### config.mk
export PLATFORM = sky130hd
export DESIGN_NAME = uart_rx_os16
export DESIGN_NICKNAME = d
export VERILOG_FILES = /design/src/rtl/uart_pkg.sv /design/src/rtl/uart_sync_fifo.sv /design/src/rtl/uart_rx_os16.sv
export SDC_FILE = /design/constraint.sdc
export NUM_CORES = 1
export LEC_CHECK = 0
export BUFFER_PORTS_ARGS = -buffer_cell sky130_fd_sc_hd__buf_2
export CAP_MARGIN = 20
export CORE_MARGIN = 2
export CORE_UTILIZATION = 50
export CTS_BUF_LIST = sky130_fd_sc_hd__clkbuf_2
export CTS_CLUSTER_SIZE = 12
export DETAILED_ROUTE_END_ITERATION = 8
export PLACE_DENSITY = 0.73
export SLEW_MARGIN = 40
export SYNTH_ARGS = -nofsm -noshare
export SYNTH_HDL_FRONTEND = slang
export SYNTH_SLANG_ARGS = --single-unit
### constraint.sdc
create_clock -name rxclk -period 4.34 [get_ports rxclk]
set_clock_uncertainty 0.05 [all_clocks]
set_input_delay 0.868 -clock rxclk [delete_from_list [all_inputs] [get_ports rxclk]]
set_output_delay 0.868 -clock rxclk [all_outputs]
set_load 0.01 [all_outputs]
### src/rtl/uart_pkg.sv
// Shared definitions for the 16x-oversampled UART receiver: FSM states,
// oversampling constants and the three-sample majority vote.
package uart_pkg;

  localparam int OS_RATE    = 16;
  localparam int SAMPLE_MID = 7;

  typedef enum logic [2:0] {
    ST_IDLE,
    ST_START,
    ST_DATA,
    ST_PARITY,
    ST_STOP,
    ST_BREAK
  } rx_state_t;

  function automatic logic majority3(input logic a, input logic b, input logic c);
    return (a & b) | (a & c) | (b & c);
  endfunction

endpackage

### src/rtl/uart_sync_fifo.sv
// Single-clock first-word-fall-through FIFO; the head word is visible on rdata
// whenever empty is low, and reads as zero while the FIFO is empty.
module uart_sync_fifo #(
  parameter int WIDTH = 8,
  parameter int DEPTH = 4
) (
  input  logic             rxclk,
  input  logic             reset,
  input  logic             push,
  input  logic             pop,
  input  logic [WIDTH-1:0] wdata,
  output logic [WIDTH-1:0] rdata,
  output logic             full,
  output logic             empty
);

  localparam int AW = $clog2(DEPTH);
  localparam logic [AW:0] PTR_ONE = {{AW{1'b0}}, 1'b1};

  logic [WIDTH-1:0] mem [DEPTH];
  logic [AW:0]      wr_ptr;
  logic [AW:0]      rd_ptr;
  logic             do_push;
  logic             do_pop;

  // Pointers carry one wrap bit so full and empty are distinguishable.
  assign empty   = (wr_ptr == rd_ptr);
  assign full    = (wr_ptr[AW] != rd_ptr[AW]) && (wr_ptr[AW-1:0] == rd_ptr[AW-1:0]);
  assign do_pop  = pop && !empty;
  assign do_push = push && (!full || do_pop);
  assign rdata   = empty ? '0 : mem[rd_ptr[AW-1:0]];

  // NOTE: the storage array has no reset; only the pointers are reset, and the
  // empty mask on rdata hides whatever the array powered up with.
  always_ff @(posedge rxclk) begin
    if (do_push) mem[wr_ptr[AW-1:0]] <= wdata;
  end

  // NOTE: clocked state is always updated with non-blocking assignments so every
  // register samples pre-edge values regardless of block ordering.
  always_ff @(posedge rxclk or posedge reset) begin
    if (reset) begin
      wr_ptr <= '0;
      rd_ptr <= '0;
    end else begin
      if (do_push) wr_ptr <= wr_ptr + PTR_ONE;
      if (do_pop)  rd_ptr <= rd_ptr + PTR_ONE;
    end
  end

endmodule

### src/rtl/uart_rx_os16.sv
// UART receiver on a 16x sample clock: majority-vote bit sampling, optional
// parity, break detection, receive FIFO and sticky error flags.
module uart_rx_os16
  import uart_pkg::*;
#(
  parameter int DATA_BITS  = 8,
  parameter int PARITY_EN  = 0,
  parameter int PARITY_ODD = 0,
  parameter int FIFO_DEPTH = 4
) (
  input  logic       rxclk,
  input  logic       reset,
  input  logic       rx_enable,
  input  logic       rx_in,
  input  logic       rd_en,
  input  logic       clr_err,
  output logic [7:0] rx_data,
  output logic       rx_valid,
  output logic       frame_err,
  output logic       parity_err,
  output logic       overrun,
  output logic       break_det
);

  localparam logic [3:0] TICK_S0     = 4'(SAMPLE_MID);
  localparam logic [3:0] TICK_S1     = 4'(SAMPLE_MID + 1);
  localparam logic [3:0] TICK_DECIDE = 4'(SAMPLE_MID + 2);
  localparam logic [3:0] TICK_LAST   = 4'(OS_RATE - 1);
  localparam logic [2:0] LAST_BIT    = 3'(DATA_BITS - 1);
  localparam logic       PAR_EN      = (PARITY_EN != 0);
  localparam logic       PAR_ODD     = (PARITY_ODD != 0);

  rx_state_t            state, state_next;
  logic [3:0]           tick, tick_next;
  logic [2:0]           bit_cnt, bit_cnt_next;
  logic [1:0]           sync_q;
  logic                 rx_s;
  logic [1:0]           smp;
  logic                 bit_val;
  logic [DATA_BITS-1:0] shreg;
  logic                 par_bit, par_bad;
  logic                 decide, last;
  logic                 frame_start, shift_en, par_cap;
  logic                 push, set_fe, set_pe, set_bd, set_ov;
  logic                 fifo_full, fifo_empty;
  logic [DATA_BITS-1:0] fifo_rdata;

  always_ff @(posedge rxclk or posedge reset) begin
    if (reset) sync_q <= 2'b11;
    else       sync_q <= {sync_q[0], rx_in};
  end
  assign rx_s = sync_q[1];

  assign decide  = (tick == TICK_DECIDE);
  assign last    = (tick == TICK_LAST);
  assign bit_val = majority3(smp[0], smp[1], rx_s);

  always_ff @(posedge rxclk or posedge reset) begin
    if (reset) begin
      state   <= ST_IDLE;
      tick    <= '0;
      bit_cnt <= '0;
    end else begin
      state   <= state_next;
      tick    <= tick_next;
      bit_cnt <= bit_cnt_next;
    end
  end

  // NOTE: every signal driven here gets a default first, so no path through the
  // case statement can leave one unassigned and infer a latch.
  always_comb begin
    state_next   = state;
    tick_next    = tick + 4'd1;
    bit_cnt_next = bit_cnt;
    frame_start  = 1'b0;
    shift_en     = 1'b0;
    par_cap      = 1'b0;
    push         = 1'b0;
    set_fe       = 1'b0;
    set_pe       = 1'b0;
    set_bd       = 1'b0;
    if (!rx_enable) begin
      state_next = ST_IDLE;
      tick_next  = '0;
    end else begin
      case (state)
        ST_IDLE: begin
          tick_next = '0;
          if (!rx_s) begin
            state_next  = ST_START;
            frame_start = 1'b1;
          end
        end
        ST_START: begin
          if (decide && bit_val) begin
            state_next = ST_IDLE;
          end else if (last) begin
            state_next   = ST_DATA;
            bit_cnt_next = '0;
          end
        end
        ST_DATA: begin
          shift_en = decide;
          if (last) begin
            if (bit_cnt == LAST_BIT) state_next = PAR_EN ? ST_PARITY : ST_STOP;
            else                     bit_cnt_next = bit_cnt + 3'd1;
          end
        end
        ST_PARITY: begin
          par_cap = decide;
          if (last) state_next = ST_STOP;
        end
        ST_STOP: begin
          // Stop decision is final at mid-bit; return without finishing the bit.
          if (decide) begin
            if (bit_val) begin
              push       = 1'b1;
              set_pe     = par_bad;
              state_next = ST_IDLE;
            end else if (shreg == '0 && !(PAR_EN && par_bit)) begin
              set_bd     = 1'b1;
              state_next = ST_BREAK;
            end else begin
              set_fe     = 1'b1;
              state_next = ST_IDLE;
            end
          end
        end
        ST_BREAK: begin
          tick_next = '0;
          if (rx_s) state_next = ST_IDLE;
        end
        default: state_next = ST_IDLE;
      endcase
    end
  end

  always_ff @(posedge rxclk or posedge reset) begin
    if (reset) begin
      smp     <= '0;
      shreg   <= '0;
      par_bit <= 1'b0;
      par_bad <= 1'b0;
    end else begin
      if (tick == TICK_S0) smp[0] <= rx_s;
      if (tick == TICK_S1) smp[1] <= rx_s;
      if (frame_start) begin
        par_bit <= 1'b0;
        par_bad <= 1'b0;
      end
      if (shift_en) shreg <= {bit_val, shreg[DATA_BITS-1:1]};
      if (par_cap) begin
        par_bit <= bit_val;
        par_bad <= ((^shreg) ^ bit_val) != PAR_ODD;
      end
    end
  end

  // A pop in the same cycle frees the slot, so only an unpaired push overruns.
  assign set_ov = push && fifo_full && !(rd_en && rx_valid);

  always_ff @(posedge rxclk or posedge reset) begin
    if (reset) begin
      frame_err  <= 1'b0;
      parity_err <= 1'b0;
      overrun    <= 1'b0;
      break_det  <= 1'b0;
    end else begin
      frame_err  <= set_fe | (frame_err  & ~clr_err);
      parity_err <= set_pe | (parity_err & ~clr_err);
      overrun    <= set_ov | (overrun    & ~clr_err);
      break_det  <= set_bd | (break_det  & ~clr_err);
    end
  end

  uart_sync_fifo #(
    .WIDTH (DATA_BITS),
    .DEPTH (FIFO_DEPTH)
  ) u_fifo (
    .rxclk (rxclk),
    .reset (reset),
    .push  (push),
    .pop   (rd_en),
    .wdata (shreg),
    .rdata (fifo_rdata),
    .full  (fifo_full),
    .empty (fifo_empty)
  );

  assign rx_valid = !fifo_empty;
  assign rx_data  = 8'(fifo_rdata);

endmodule

=== After elaboration in Yosys (flattened, before gate mapping) ===
Memory sizes are Yosys's and may differ from the RTL's.
Index checks and enable logic that the tools add are counted.

* Memories: 1
* Word-level logic and storage cells: 125
* Register bits after elaboration: 33
* RAM bits: 32

{| class="wikitable"
|+ Memory list
! memory !! depth !! bits a word !! rd ports !! clocked after Yosys merged registers in !! wr ports !! line !! source
|-
| u_fifo.mem || 4 || 8 || 1 || 0 || 1 || uart_sync_fifo.sv:20 || <nowiki>logic [WIDTH-1:0] mem [DEPTH];</nowiki>
|}

* Multiplexer cells: 49
* Bitwise logic cells: 15
* Add/subtract/negate cells: 4
* Equal/unequal tests: 24
* Reductions and logical operators: 18

{| class="wikitable"
|+ Operators by type and width
! kind !! count
|-
| $mux 3 || 15
|-
| $mux 1 || 29
|-
| $ne 3x3->1 const B || 6
|-
| $pmux 3 s6 || 1
|-
| $eq 4x4->1 const B || 3
|-
| $add 3x1->3 const B || 3
|-
| $eq 3x3->1 const B || 3
|-
| $logic_not 8->1 || 1
|-
| $mux 4 || 2
|-
| $mux 8 || 1
|-
| $ne 2x2->1 const B || 4
|-
| $reduce_xor 8->1 || 1
|-
| $and 1x1->1 || 7
|-
| $reduce_and 7->1 || 1
|-
| $eq 3x2->1 const B || 2
|-
| $logic_and 1x1->1 || 6
|-
| $or 1x1->1 || 6
|-
| $pmux 3 s2 || 1
|-
| $reduce_and 6->1 || 1
|-
| $add 4x1->4 const B || 1
|-
| $eq 4x3->1 const B || 1
|-
| $ne 4x4->1 const B || 1
|-
| $reduce_bool 2->1 || 2
|-
| $eq 3x1->1 const B || 1
|-
| 9 further kinds || 11
|}

=== Depth between registers and ports, before layout ===
* Depth after elaboration: 10
* Mapped depth: 9
* Mapped depth without buffers: 6

=== Cells and area by module ===
A second synthesis with hierarchy kept.

* Cell total of the unflattened synthesis: 229
* Area, all modules: 3159.3 sq um

{| class="wikitable"
|+ Modules (own cells, without submodules)
! module !! cells an instance !! seq. area each (sq um) !! times used !! area an instance (sq um)
|-
| uart_sync_fifo || 86 || 1111.1 || 1 || 1665.3
|-
| uart_rx_os16 || 143 || 678.2 || 1 || 1493.9
|}

=== Least setup slack after synthesis ===
OpenSTA, ideal clock, no wires.

* Kind: input-to-reg
* From: in rx_enable
* To: mem u_fifo.mem[3][0] (enable)
* Data required time: 3.916 ns
* Buffers on the path: 1
* Setup time: 0.374 ns
* Arrival: 1.683 ns
* Path slack: 2.233 ns
* Cell stages on the path: 3
* Cell sequence: buf_2 > nand4_2 > nor3b_2

* Cells in the longest elaborated chain, start to end: 4

{| class="wikitable"
|+ RTL lines
! what !! line !! source
|-
| start: declaration || uart_rx_os16.sv:13 || <nowiki>input logic rx_enable,</nowiki>
|-
| $mux 1 || uart_rx_os16.sv:83 || <nowiki>if (!rx_enable) begin</nowiki>
|-
| $logic_and 1x1->1 || uart_sync_fifo.sv:30 || <nowiki>assign do_push = push && (!full || do_pop);</nowiki>
|-
| $mux 1 || uart_sync_fifo.sv:36 || <nowiki>if (do_push) mem[wr_ptr[AW-1:0]] <= wdata;</nowiki>
|-
| $mux 1 (implied by the code) || uart_sync_fifo.sv:36 ||
|-
| end: declaration || uart_sync_fifo.sv:20 ||
|}

Every way passes these cells.

=== Worst setup path after layout ===
* From: reg u_fifo.rd_ptr[0]
* To: out rx_data[2]

* Cells in the longest elaborated chain, start to end: 2
* Elaborated cells on any way between the ends: 3
* Those cells by class: 1 x eq/ne; 1 x mux; 1 x memory

{| class="wikitable"
|+ RTL lines
! what !! line !! source
|-
| start: declaration || uart_sync_fifo.sv:22 || <nowiki>logic [AW:0] rd_ptr;</nowiki>
|-
| start signal: assignment || uart_sync_fifo.sv:47 || <nowiki>if (do_pop) rd_ptr <= rd_ptr + PTR_ONE;</nowiki>
|-
| $mem_v2 4x8 / $eq 3x3->1 (equally long branches) || -- ||
|-
| $mux 8 * || uart_sync_fifo.sv:31 || <nowiki>assign rdata = empty ? '0 : mem[rd_ptr[AW-1:0]];</nowiki>
|-
| end: declaration || uart_rx_os16.sv:17 || <nowiki>output logic [7:0] rx_data,</nowiki>
|}

Every way passes the cells marked *; elsewhere a longest branch is shown, timed or not.

==> metrics.cfg <==
[outcome]
status=finished clean

[layout]
final_cells=333
nFillCells=498
multi_input_area_sq_um=1166
layout.nets=273
seq_area_sq_um=1789
drive_gt1_frac=0.2209
area_growth_pct=8.323
final_util=0.5660
diodes=0

[synthesis]
yosysTopAreaCell=edfxtp_1
yosys_warnings=0
synthTopCellsByCount=edfxtp_1, dfrtp_1, inv_1
synth-async-reset-ratio=0.5077
synth_flop_cell=edfxtp_1
synth_area_leaders=edfxtp_1, dfrtp_1, mux4_2, ha_1, xnor2_1
synth_edf_count=32
synth.avg_cell_area_sq_um=13.41
syn_nets=252
yosysSeqAreaShare=0.5750
post-synth-top-count-cell=edfxtp_1
syn_area_sq_um=3112
syn_inst=232
synth_top_area_share=0.3088
synth_seq_cells=65
synth.distinct_cells=47

[die]
fp-row-count=28
io_pins=19
fp.coreArea_sq_um=5956
die_y_um=82.89
die-area_sq_um=6871
die_w_um=82.89
start_util=0.5225

[clock_network]
post-cts-setup-buffer-count=0
post_cts_resized=0
htree_num_levels=3
cts_hold_buffers=0
root_buffer=clkbuf_2
clk_pin_slew_ns=0.18
clockBufferDepth=2
cts.sinks=65
cts_tree=built
numCtsBuffers=9
clock_latency_ns=0.45

[global_routing]
met3_usage=0.05070
first_global_vias=1815
grt_overflow=0
grt_busiest_layer=met2
grt_max_degree=34
grt_pass1_wl_um=8659
gr-usage-met2=0.2588
antenna_found_initial=0
grt_util_met1=0.2025
grt_usage=0.1591

[worst_setup_path]
rrSetupSlack_ns=1.99
worstPathCellList=xnor2_1 > nand3_1 > and2_1 > buf_2
arrival_ns=2.18
critPathBufInv=1
crit_type=reg -> out
crit_fanout=11
end_kind=primary output
slowest_stage=dfrtp_1
worstSetupStartpointType=flop
max_stage_delay_ns=0.78
rr_worst_depth=6
crit_required_ns=3.42
worst-path-stages=4
cpLargestDelayFamily=flip-flops

[routing]
wl_per_cell_um=14.94
ant_nets=0
drc=0
drt_iter0_drc=104
wirelength_um=4975
vias=1797
firstDrtPassIters=4
vias_per_cell=5.396

[worst_hold_path]
hp-class=reg -> reg
min_delay_path_depth=0

[sta]
slew_violations=0
fmax_ghz=0.3230
worst_pin_slew_ns=0.7558
fin_ws_ns=1.244
maxSlewHeadroom=0.4939
post-route-period-util=0.7134
period_needed_ns=3.096
hold_viol=0
rsz0062_at_grt=no
fin_tns_setup_ns=0
setup_violations=0

[power_and_ir_drop]
switching_power_uw=376.7
vdd_ir_drop_max_mv=0.2474
p_clk_frac=0.294
static-leakage-power_nw=1.284
pwr_density_cell_nw_per_um2=399.5
switching_share=0.2797
seqPwrFrac=0.546
combPwrFrac=0.160
internal_power_uw=970.0

[placed_design]
dp.cells=317
pre_cts_ws_ns=1.732
io_buffers=18
dp_hpwl_um=3462
place_congestion=0.7946

[flow_run]
cap_violations=0

[power by group through the flow]
stage               clock network, mW  registers (mW)  logic (mW)
floorplan                           0           0.693       0.221
global placement                    0           0.748       0.214
detailed placement                  0           0.750       0.218
CTS                             0.411           0.737       0.219
global route                    0.440           0.745       0.240
finish                          0.396           0.735       0.216
[metal layers]
layer,vias up,wire (um),share of wire
met5,-,0,0
met4,0,50,0.010
met3,8,154,0.031
met2,30,2528,0.51
met1,890,2242,0.45
li1,869,-,-
[cell type report]
type / instances / area share
Tap cell: 75 / 0.02784
Inverter: 24 / 0.02673
Sequential cell: 65 / 0.5308
Timing Repair Buffer: 19 / 0.02895
Multi-Input combinational cell: 134 / 0.3460
Clock buffer: 10 / 0.01485
Clock inverter: 6 / 0.02487
[per-stage QoR]
step / instance area (sq um) / power, mW / hold slack (ns)
floorplan: 3112 / 0.9138 / 0.2952
global placement: 3237 / 0.9626 / 0.2993
detailed placement: 3237 / 0.9672 / 0.2978
CTS: 3371 / 1.367 / 0.3187
global route: 3371 / 1.425 / 0.3214
finish: 3371 / 1.347 / 0.3173
[registers in the layout, summed over array words and instances, names as in the netlist, 2 cells and up]
register	cells
u_fifo.mem	32
shreg	8
tick	4
bit_cnt	3
state	3
u_fifo.rd_ptr	3
u_fifo.wr_ptr	3
smp	2
sync_q	2
[worst paths after layout]
check                                         to        startpoint
worst max-delay path                  rx_data[2]  u_fifo.rd_ptr[0]
worst min-delay path                   sync_q[1]         sync_q[0]
max in group asynchronous              sync_q[1]             reset
worst max register to register  u_fifo.mem[0][3]           tick[1]
min in group asynchronous                tick[3]             reset
worst min register to register         sync_q[1]         sync_q[0]
[cell usage in the layout (no fill, tap or decap), types with 5 or more instances in the layout]
master     n
mux4_2     8
dfrtp_1   31
edfxtp_1  32
buf_2     18
xor2_1     5
o21ai_1    8
and2_1    11
xnor2_1   11
nor2_1     7
ha_1      14
clkbuf_2  10
nand3_1    5
nand2_1   15
inv_1     24
[worst reg2reg max path, delay by kind of cell (launching register included)]
family	cells	cell delay (ns)
adder cells (fa/ha/maj)	1	0.15
buffers and inverters	1	0.08
flip-flops	1	0.43
AND/OR/NAND/NOR	4	1.31
[cells by family after synthesis]
family                   Yosys count  synth area share
AND/OR/NAND/NOR                   60            0.1170
adder cells (fa/ha/maj)           15           0.05991
XOR/XNOR                          16           0.04503
flip-flops                        65            0.5750
multiplexers                      16           0.08685
buffers and inverters             33           0.05026
AO/OA/AOI/OAI                     27           0.06595
(Power assumes the default switching activity.)
